$ cat src/rtl/stack_mem_xfer_pkg.sv
// Shared opcodes, error codes and FSM state encoding for the stack/memory transfer engine.
package stack_mem_xfer_pkg;

  localparam logic [2:0] OPC_PUSHI  = 3'd0;
  localparam logic [2:0] OPC_LOAD   = 3'd1;
  localparam logic [2:0] OPC_STORE  = 3'd2;
  localparam logic [2:0] OPC_LOADI  = 3'd3;
  localparam logic [2:0] OPC_STOREI = 3'd4;

  localparam logic [1:0] ERR_NONE    = 2'd0;
  localparam logic [1:0] ERR_ILLEGAL = 2'd1;
  localparam logic [1:0] ERR_UNDER   = 2'd2;
  localparam logic [1:0] ERR_OVER    = 2'd3;

  typedef enum logic [2:0] {
    StIdle,
    StPopA,
    StPopD,
    StRd,
    StRdWait,
    StPush,
    StWr,
    StDone
  } xfer_state_e;

endpackage

$ cat src/rtl/xfer_lat_cnt.sv
// Loadable down-counter that times the memory read latency; expired marks the data-valid cycle.
module xfer_lat_cnt #(
  parameter int unsigned MEM_RD_LAT = 1
) (
  input  logic clk,
  input  logic rstn,
  input  logic load,
  input  logic dec,
  output logic expired
);

  localparam int unsigned W = $clog2(MEM_RD_LAT + 1);

  logic [W-1:0] cnt_q, cnt_d;

  always_comb begin
    cnt_d = cnt_q;
    if (load) begin
      cnt_d = W'(MEM_RD_LAT);
    end else if (dec && (cnt_q != '0)) begin
      cnt_d = cnt_q - W'(1);
    end
  end

  always_ff @(posedge clk or negedge rstn) begin
    if (!rstn) begin
      cnt_q <= '0;
    end else begin
      cnt_q <= cnt_d;
    end
  end

  // Count of 1 is the last wait cycle: read data is valid now.
  assign expired = (cnt_q == W'(1));

endmodule

$ cat src/rtl/stack_mem_xfer.sv
// Stack/memory transfer engine: one push/load/store/indirect op per accepted command.
module stack_mem_xfer
  import stack_mem_xfer_pkg::*;
#(
  parameter int unsigned ADDR_LEN   = 8,
  parameter int unsigned DATA_LEN   = 8,
  parameter int unsigned STK_DEPTH  = 16,
  parameter int unsigned MEM_RD_LAT = 1,
  localparam int unsigned CNT_W     = $clog2(STK_DEPTH + 1)
) (
  input  logic                clk,
  input  logic                rstn,
  input  logic                en,
  input  logic                cmd_valid,
  input  logic [2:0]          cmd_opc,
  input  logic [DATA_LEN-1:0] addr_const,
  output logic                cmd_ready,
  output logic                done,
  output logic [1:0]          err,
  input  logic [CNT_W-1:0]    stk_count,
  input  logic [DATA_LEN-1:0] stk_data_out,
  output logic                stk_push,
  output logic                stk_pop,
  output logic [DATA_LEN-1:0] stk_data_in,
  output logic [ADDR_LEN-1:0] mem_addr,
  output logic                mem_r_en,
  output logic                mem_w_en,
  output logic [DATA_LEN-1:0] mem_data_in,
  input  logic [DATA_LEN-1:0] mem_data_out
);

  xfer_state_e         state_q, state_d;
  logic [2:0]          opc_q, opc_d;
  logic [DATA_LEN-1:0] addr_q, addr_d;
  logic [1:0]          err_q, err_d;
  logic [DATA_LEN-1:0] stk_din_q, stk_din_d;
  logic [ADDR_LEN-1:0] mem_addr_q, mem_addr_d;
  logic [DATA_LEN-1:0] mem_din_q, mem_din_d;
  logic [1:0]          acc_err;
  logic                lat_load, lat_dec, lat_expired;

  xfer_lat_cnt #(
    .MEM_RD_LAT (MEM_RD_LAT)
  ) u_lat_cnt (
    .clk     (clk),
    .rstn    (rstn),
    .load    (lat_load),
    .dec     (lat_dec),
    .expired (lat_expired)
  );

  always_comb begin
    acc_err = ERR_NONE;
    if (cmd_opc > OPC_STOREI) begin
      acc_err = ERR_ILLEGAL;
    end else if ((((cmd_opc == OPC_STORE) || (cmd_opc == OPC_LOADI)) && (stk_count == '0)) ||
                 ((cmd_opc == OPC_STOREI) && (stk_count < CNT_W'(2)))) begin
      acc_err = ERR_UNDER;
    end else if (((cmd_opc == OPC_PUSHI) || (cmd_opc == OPC_LOAD)) &&
                 (stk_count == CNT_W'(STK_DEPTH))) begin
      acc_err = ERR_OVER;
    end
  end

  assign cmd_ready = (state_q == StIdle) && en;

  // Data/address outputs are only reloaded on entry to their strobe state so they hold otherwise.
  always_comb begin
    state_d    = state_q;
    opc_d      = opc_q;
    addr_d     = addr_q;
    err_d      = err_q;
    stk_din_d  = stk_din_q;
    mem_addr_d = mem_addr_q;
    mem_din_d  = mem_din_q;
    lat_load   = 1'b0;
    lat_dec    = 1'b0;
    unique case (state_q)
      StIdle: begin
        if (cmd_valid && cmd_ready) begin
          opc_d  = cmd_opc;
          addr_d = addr_const;
          err_d  = acc_err;
          if (acc_err != ERR_NONE) begin
            state_d = StDone;
          end else begin
            case (cmd_opc)
              OPC_PUSHI: begin
                state_d   = StPush;
                stk_din_d = addr_const;
              end
              OPC_LOAD: begin
                state_d    = StRd;
                mem_addr_d = addr_const[ADDR_LEN-1:0];
              end
              OPC_STORE:  state_d = StPopD;
              default:    state_d = StPopA;
            endcase
          end
        end
      end
      StPopA: begin
        addr_d = stk_data_out;
        if (opc_q == OPC_LOADI) begin
          state_d    = StRd;
          mem_addr_d = stk_data_out[ADDR_LEN-1:0];
        end else begin
          state_d = StPopD;
        end
      end
      StPopD: begin
        state_d    = StWr;
        mem_addr_d = addr_q[ADDR_LEN-1:0];
        mem_din_d  = stk_data_out;
      end
      StRd: begin
        state_d  = StRdWait;
        lat_load = 1'b1;
      end
      StRdWait: begin
        lat_dec = 1'b1;
        if (lat_expired) begin
          state_d   = StPush;
          stk_din_d = mem_data_out;
        end
      end
      StPush, StWr, StDone: state_d = StIdle;
      default:              state_d = StIdle;
    endcase
  end

  always_ff @(posedge clk or negedge rstn) begin
    if (!rstn) begin
      state_q    <= StIdle;
      opc_q      <= '0;
      addr_q     <= '0;
      err_q      <= ERR_NONE;
      stk_din_q  <= '0;
      mem_addr_q <= '0;
      mem_din_q  <= '0;
    end else begin
      state_q    <= state_d;
      opc_q      <= opc_d;
      addr_q     <= addr_d;
      err_q      <= err_d;
      stk_din_q  <= stk_din_d;
      mem_addr_q <= mem_addr_d;
      mem_din_q  <= mem_din_d;
    end
  end

  assign stk_push    = (state_q == StPush);
  assign stk_pop     = (state_q == StPopA) || (state_q == StPopD);
  assign mem_r_en    = (state_q == StRd);
  assign mem_w_en    = (state_q == StWr);
  assign done        = (state_q == StPush) || (state_q == StWr) || (state_q == StDone);
  assign err         = (state_q == StDone) ? err_q : ERR_NONE;
  assign stk_data_in = stk_din_q;
  assign mem_addr    = mem_addr_q;
  assign mem_data_in = mem_din_q;

endmodule

$ cat config.mk
export PLATFORM = sky130hd
export DESIGN_NAME = stack_mem_xfer
export DESIGN_NICKNAME = d
export VERILOG_FILES = /design/src/rtl/stack_mem_xfer_pkg.sv /design/src/rtl/xfer_lat_cnt.sv /design/src/rtl/stack_mem_xfer.sv
export SDC_FILE = /design/constraint.sdc
export NUM_CORES = 1
export LEC_CHECK = 0
export ABC_AREA = 0
export CAP_MARGIN = 5
export CORE_MARGIN = 2
export CORE_UTILIZATION = 35
export CTS_CLUSTER_DIAMETER = 150
export CTS_CLUSTER_SIZE = 10
export DETAILED_ROUTE_END_ITERATION = 10
export PLACE_DENSITY = 0.68
export SYNTH_ARGS = -nofsm -noshare
export SYNTH_HDL_FRONTEND = slang
export SYNTH_SLANG_ARGS = --single-unit
$ cat constraint.sdc
create_clock -name clk -period 1.8 [get_ports clk]
set_input_delay 0.36 -clock clk [delete_from_list [all_inputs] [get_ports clk]]
set_output_delay 0.36 -clock clk [all_outputs]
set_load 0.02 [all_outputs]
== Word level (Yosys, flattened, before mapping) ==
Index checks and enable logic that the tools add are counted.

* $add $sub $neg: 1
* Order comparisons: 2
* Equal/unequal tests: 19
* Muxes and demuxes: 26
* Reductions and logical operators: 26

{| class="wikitable"
|+ Operator list
! kind !! count
|-
| $mux W8 || 9
|-
| $pmux W8 S2 || 2
|-
| $pmux W8 S3 || 1
|-
| $pmux W3 S6 || 1
|-
| $eq A3 B2 Y1 const B || 5
|-
| $eq A3 B3 Y1 const B || 5
|-
| $reduce_and A5 Y1 || 2
|-
| $mux W3 || 3
|-
| $pmux W3 S3 || 1
|-
| $mux W2 || 4
|-
| $ne A2 B2 Y1 const B || 4
|-
| $reduce_bool A2 Y1 || 4
|-
| $eq A3 B1 Y1 const B || 2
|-
| $logic_and A1 B1 Y1 || 6
|-
| $logic_not A3 Y1 || 2
|-
| $logic_or A1 B1 Y1 || 6
|-
| $reduce_and A2 Y1 || 3
|-
| $eq A5 B5 Y1 const B || 1
|-
| $logic_not A5 Y1 || 1
|-
| $lt A5 B2 Y1 const B || 1
|-
| $mux W1 || 5
|-
| $ne A2 B1 Y1 const B || 2
|-
| $gt A3 B3 Y1 const B || 1
|-
| $reduce_bool A3 Y1 || 1
|-
| 2 further kinds || 2
|}

* Register bits: 41
* Bits of input ports: 36
* Output and inout bits: 32
* Word-level logic and storage cells: 82

== Depth between registers and ports, before layout ==
* Depth after elaboration: 10
* Depth in mapped cells: 7
* Mapped depth without buffers: 5

== By module ==
Synthesis repeated with hierarchy kept, for this count alone.

* Cells, all modules: 263
* Area, all modules: 2373.5 um^2

{| class="wikitable"
|+ Modules (own cells, without submodules)
! module !! times used !! cells an instance !! area each (um^2)
|-
| stack_mem_xfer || 1 || 260 || 2337.2
|-
| xfer_lat_cnt || 1 || 3 || 36.3
|}

== Worst setup path after synthesis ==
OpenSTA, ideal clock, no wires.

* Kind: flip-flop to flip-flop
* Start: reg state_q[0]
* End: reg mem_addr_q[0] (netlist: mem_addr[0])
* Arrival time: 1.503 ns
* Path slack: 0.172 ns
* Stages on the path, launching flop included: 6
* Path buffers: 1
* Period minus slack after synthesis: 1.628 ns
* Path through: dfrtp_1 clkbuf_8 nor3_4 o41ai_2 o211ai_4 mux2_4

* Cells in the longest elaborated chain, start to end: 5
* Elaborated cells on any way between the ends: 12
* Those cells by class: eq/ne (6); mux (1); reduce/logical (5)

{| class="wikitable"
|+ RTL lines
! item !! RTL line !! RTL
|-
| from (decl) || stack_mem_xfer.sv:32 || <nowiki>xfer_state_e state_q, state_d;</nowiki>
|-
| from (signal assigned) || stack_mem_xfer.sv:134 || <nowiki>state_q <= StIdle;</nowiki>
|-
| from (signal assigned) || stack_mem_xfer.sv:142 || <nowiki>state_q <= state_d;</nowiki>
|-
| $logic_not A3 Y1 || stack_mem_xfer.sv:65, stack_mem_xfer.sv:78 ||
|-
| $logic_and A1 B1 Y1 || stack_mem_xfer.sv:65 || <nowiki>assign cmd_ready = (state_q == StIdle) && en;</nowiki>
|-
| $logic_and A1 B1 Y1 || stack_mem_xfer.sv:80 || <nowiki>if (cmd_valid && cmd_ready) begin</nowiki>
|-
| $ne A2 B1 Y1 (no source line) || -- ||
|-
| $reduce_and A5 Y1 (no source line) || -- ||
|-
| to (signal assigned) || stack_mem_xfer.sv:147 || <nowiki>mem_addr_q <= mem_addr_d;</nowiki>
|-
| to (decl) || stack_mem_xfer.sv:37 || <nowiki>logic [ADDR_LEN-1:0] mem_addr_q, mem_addr_d;</nowiki>
|}

Parallel ways exist; a longest one is shown, timed or not.
A chain may end at the register's enable or synchronous reset.

== Worst setup path in the final report ==
* Start: reg state_q[1]
* End: reg stk_din_q[7] (netlist: stk_data_in[7])

* Cells in the longest elaborated chain, start to end: 5
* Elaborated cells on any way between the ends: 11
* Those cells by class: eq/ne (5); mux (1); reduce/logical (5)

{| class="wikitable"
|+ RTL lines
! item !! RTL line !! RTL
|-
| $logic_not A3 Y1 || stack_mem_xfer.sv:65, stack_mem_xfer.sv:78 ||
|-
| $logic_and A1 B1 Y1 || stack_mem_xfer.sv:65 ||
|-
| $logic_and A1 B1 Y1 || stack_mem_xfer.sv:80 ||
|-
| $ne A2 B1 Y1 (no source line) || -- ||
|-
| $reduce_and A5 Y1 (no source line) || -- ||
|-
| to (signal assigned) || stack_mem_xfer.sv:146 || <nowiki>stk_din_q <= stk_din_d;</nowiki>
|-
| to (decl) || stack_mem_xfer.sv:36 || <nowiki>logic [DATA_LEN-1:0] stk_din_q, stk_din_d;</nowiki>
|}

Parallel ways exist; a longest one is shown, timed or not.

==> results.json <==
{
  "cts-htree-levels": 2,
  "antenna_found_initial": 0,
  "status": "finished, violations left",
  "synth.avg_cell_area_um2": 10.6,
  "p_per_area_nw_per_um2": 1450,
  "drt_iter0_drc": 75,
  "netlist_instances": 223,
  "clock_sinks": 41,
  "hold_violations": 0,
  "pwr-share-seq_pct": 31.7,
  "fin_crit_ps": 1810,
  "wl_per_cell_um": 15.6,
  "p_sw_share_pct": 38.7,
  "synthFlopType": "dfrtp_1",
  "die_w_um": 86.2,
  "first_pass_iters": 4,
  "slew_viol_final": 0,
  "clockBufferDepth": 2,
  "period_share_pct": 101,
  "grt_max_degree": 22,
  "yosys_warnings": 0,
  "rsz0062_at_grt": "true",
  "grt_pass1_vias": 2064,
  "gp_congestion": 0.914,
  "floorplan.initialDensity_pct": 36.8,
  "final_nets": 362,
  "switching_power_uw": 1980,
  "comb_power_share_pct": 57.1,
  "numPortBuffers": 67,
  "path_max_fanout": 8,
  "violations": "setup timing",
  "drv_cap": 0,
  "vias": 2074,
  "die-area_um2": 7420,
  "ys_ff_latch": 41,
  "grt_pass1_wl_um": 10200,
  "slew_headroom_pct": 65.8,
  "async_flop_share_pct": 100,
  "crit_path_start_kind": "flip-flop",
  "fin_worst_skew_ps": 7.46,
  "clock_latency_ps": 290,
  "hold_class": "input port to async pin",
  "total_power_uw": 5120,
  "die_h_um": 86.2,
  "drc_errors": 0,
  "overflow": 0,
  "cts_tree": "yes",
  "root_buffer": "clkbuf_8",
  "arrival_ps": 2030,
  "synth_top_area_cell": "dfrtp_1",
  "finish.utilization_pct": 55.0,
  "finalSetupViolations": 2,
  "p_int_uw": 3140,
  "grtUsageTotal_pct": 17.4,
  "synth_cell_types": 44,
  "timing.fmax_mhz": 551,
  "cts.clk_slew.worst_paths_ps": 80,
  "fp.coreArea_um2": 6420,
  "synth_top_area_share_pct": 43.4,
  "numCtsBuffers": 5,
  "area_growth_pct": 49.6,
  "ys_seq_area_share_pct": 43.4,
  "p_leak_uw": 0.00151,
  "detail-route-antenna-nets": 0,
  "worstMarginPinSlew_ps": 513,
  "synth_common_cells": "dfrtp_1 (41), nand2_1 (29), o21ai_0 (24)",
  "crit_required_ps": 2020,
  "criticalPathCategory": "flip-flop to flip-flop",
  "pwr-share-clk_pct": 11.2,
  "via_per_inst": 5.13,
  "dp_hpwl_um": 4940,
  "fin_ws_ps": -14.8,
  "yosys.cell_count.top_type": "dfrtp_1",
  "layout-drive-gt1-share_pct": 33.6,
  "rows": 29,
  "wl_um": 6310,
  "synth_nets": 259,
  "synth-edff-count": 0,
  "n_antenna_cell": 0,
  "endpoint_kind": "flip-flop",
  "ioPinCount": 68,
  "netlist_area_um2": 2360,
  "hold_buffers": 0,
  "peakVddDrop_mv": 0.696,
  "ys_top_cells_by_area": "dfrtp_1 (43%), mux2i_1 (6.8%), mux2_2 (5.2%)"
}
## registers in the layout, indices dropped and copies added (netlist names)
register	flops
addr_q	8
err_q	2
state_q	3
stk_data_in	8
mem_addr	8
opc_q	3
mem_data_in	8
u_lat_cnt.expired	1
## cell families (layout without fill, tap and decap cells)
group,after synthesis,after routing,share of synthesized area (%)
AOI/OAI and AO/OA,66,66,19.1
xor gates and xnor gates,1,1,0.371
muxes,35,35,17.1
buffers and inverters,19,123,6.67
DFF,41,41,43.4
and+or+nand+nor,61,61,13.3
## cell type report
| type | count | area, um2 |
|---|---|---|
| clock inverters | 2 | 10.0 |
| flip-flops and latches | 41 | 1030 |
| clock buffers | 6 | 72.6 |
| multi-input cells | 163 | 1290 |
| repair buffers | 111 | 1020 |
| well taps | 77 | 96.3 |
| inverters | 4 | 16.3 |
| fillers | 573 | 2890 |
## repair_timing
item,CTS,global route
resized for setup,42,37
setup endpoints to repair,26,34
hold endpoints to repair,0,0
cloned,0,1
setup buffers,2,5
pin swaps,4,7
## worst max-delay path, cell delays in order, from the launching register on
cell and delay [ps]:
dfrtp_1 440, buf_6 160, nor3_4 190, buf_6 130
o41ai_4 80, buf_4 160, o211ai_4 240, clkbuf_16 210
nand2_1 50, o21ai_1 80
## power groups by stage
stage	clock network, uW	registers [uW]	logic, uW
floorplan	0	1860	1310
global placement	0	1600	2680
detailed placement	0	1620	2720
CTS	588	1610	2760
global route	640	1680	3150
finish	573	1620	2920
## layer usage
| layer | GRT usage, % | part of all wire [%] | vias up |
|---|---|---|---|
| li1 | - | - | 1030 |
| met1 | 24.5 | 45 | 973 |
| met2 | 27.5 | 48 | 62 |
| met3 | 3.18 | 5.6 | 9 |
| met4 | 4.62 | 1.4 | 0 |
| met5 | 0 | 0 | - |
## cell usage in the layout (no fill, tap or decap), types with 3 or more instances in the layout
cell / instances
o21ai_2: 4
o21ai_0: 17
dlygate4sd2_1: 6
nor3_1: 3
buf_12: 3
buf_6: 3
o21ai_1: 8
o221ai_1: 8
dfrtp_1: 40
clkinv_2: 3
o22ai_1: 8
mux2_2: 11
buf_4: 39
nor2_1: 13
nand2_2: 6
clkdlybuf4s50_1: 52
nand2_1: 22
clkbuf_8: 5
inv_1: 3
mux2i_1: 16
buf_2: 6
mux2_4: 8
## through the flow
stage / setup WS, ps / setup TNS [ps] / hold WS (ps) / instance area [um2] / instances
finish: -14.8 / -21.1 / 35.8 / 3530 / 404
global route: -61.9 / -398 / 60.6 / 3530 / 404
CTS: 0.888 / 0 / 43.3 / 3380 / 398
detailed placement: -407 / -8160 / 359 / 3290 / 388
global placement: -396 / -8070 / 363 / 3290 / 388
floorplan: 172 / 0 / 64.4 / 2360 / 223
## path summary, 6_finish.rpt
kind	startpoint	end	slack, ps	cells past startpoint
max	state_q[1]$_DFFE_PN0P_	stk_data_in[7]$_DFFE_PN0P_	-10	9
min	rstn	addr_q[1]$_DFFE_PN0P_	40	1
max reg2reg	state_q[1]$_DFFE_PN0P_	stk_data_in[7]$_DFFE_PN0P_	-10	9
min reg2reg	stk_data_in[3]$_DFFE_PN0P_	stk_data_in[3]$_DFFE_PN0P_	490	2
max in group asynchronous	rstn	state_q[2]$_DFFE_PN0P_	1280	2
min in group clk	stk_data_in[3]$_DFFE_PN0P_	stk_data_in[3]$_DFFE_PN0P_	490	2
No activity file was read; power rests on OpenSTA's default activity.
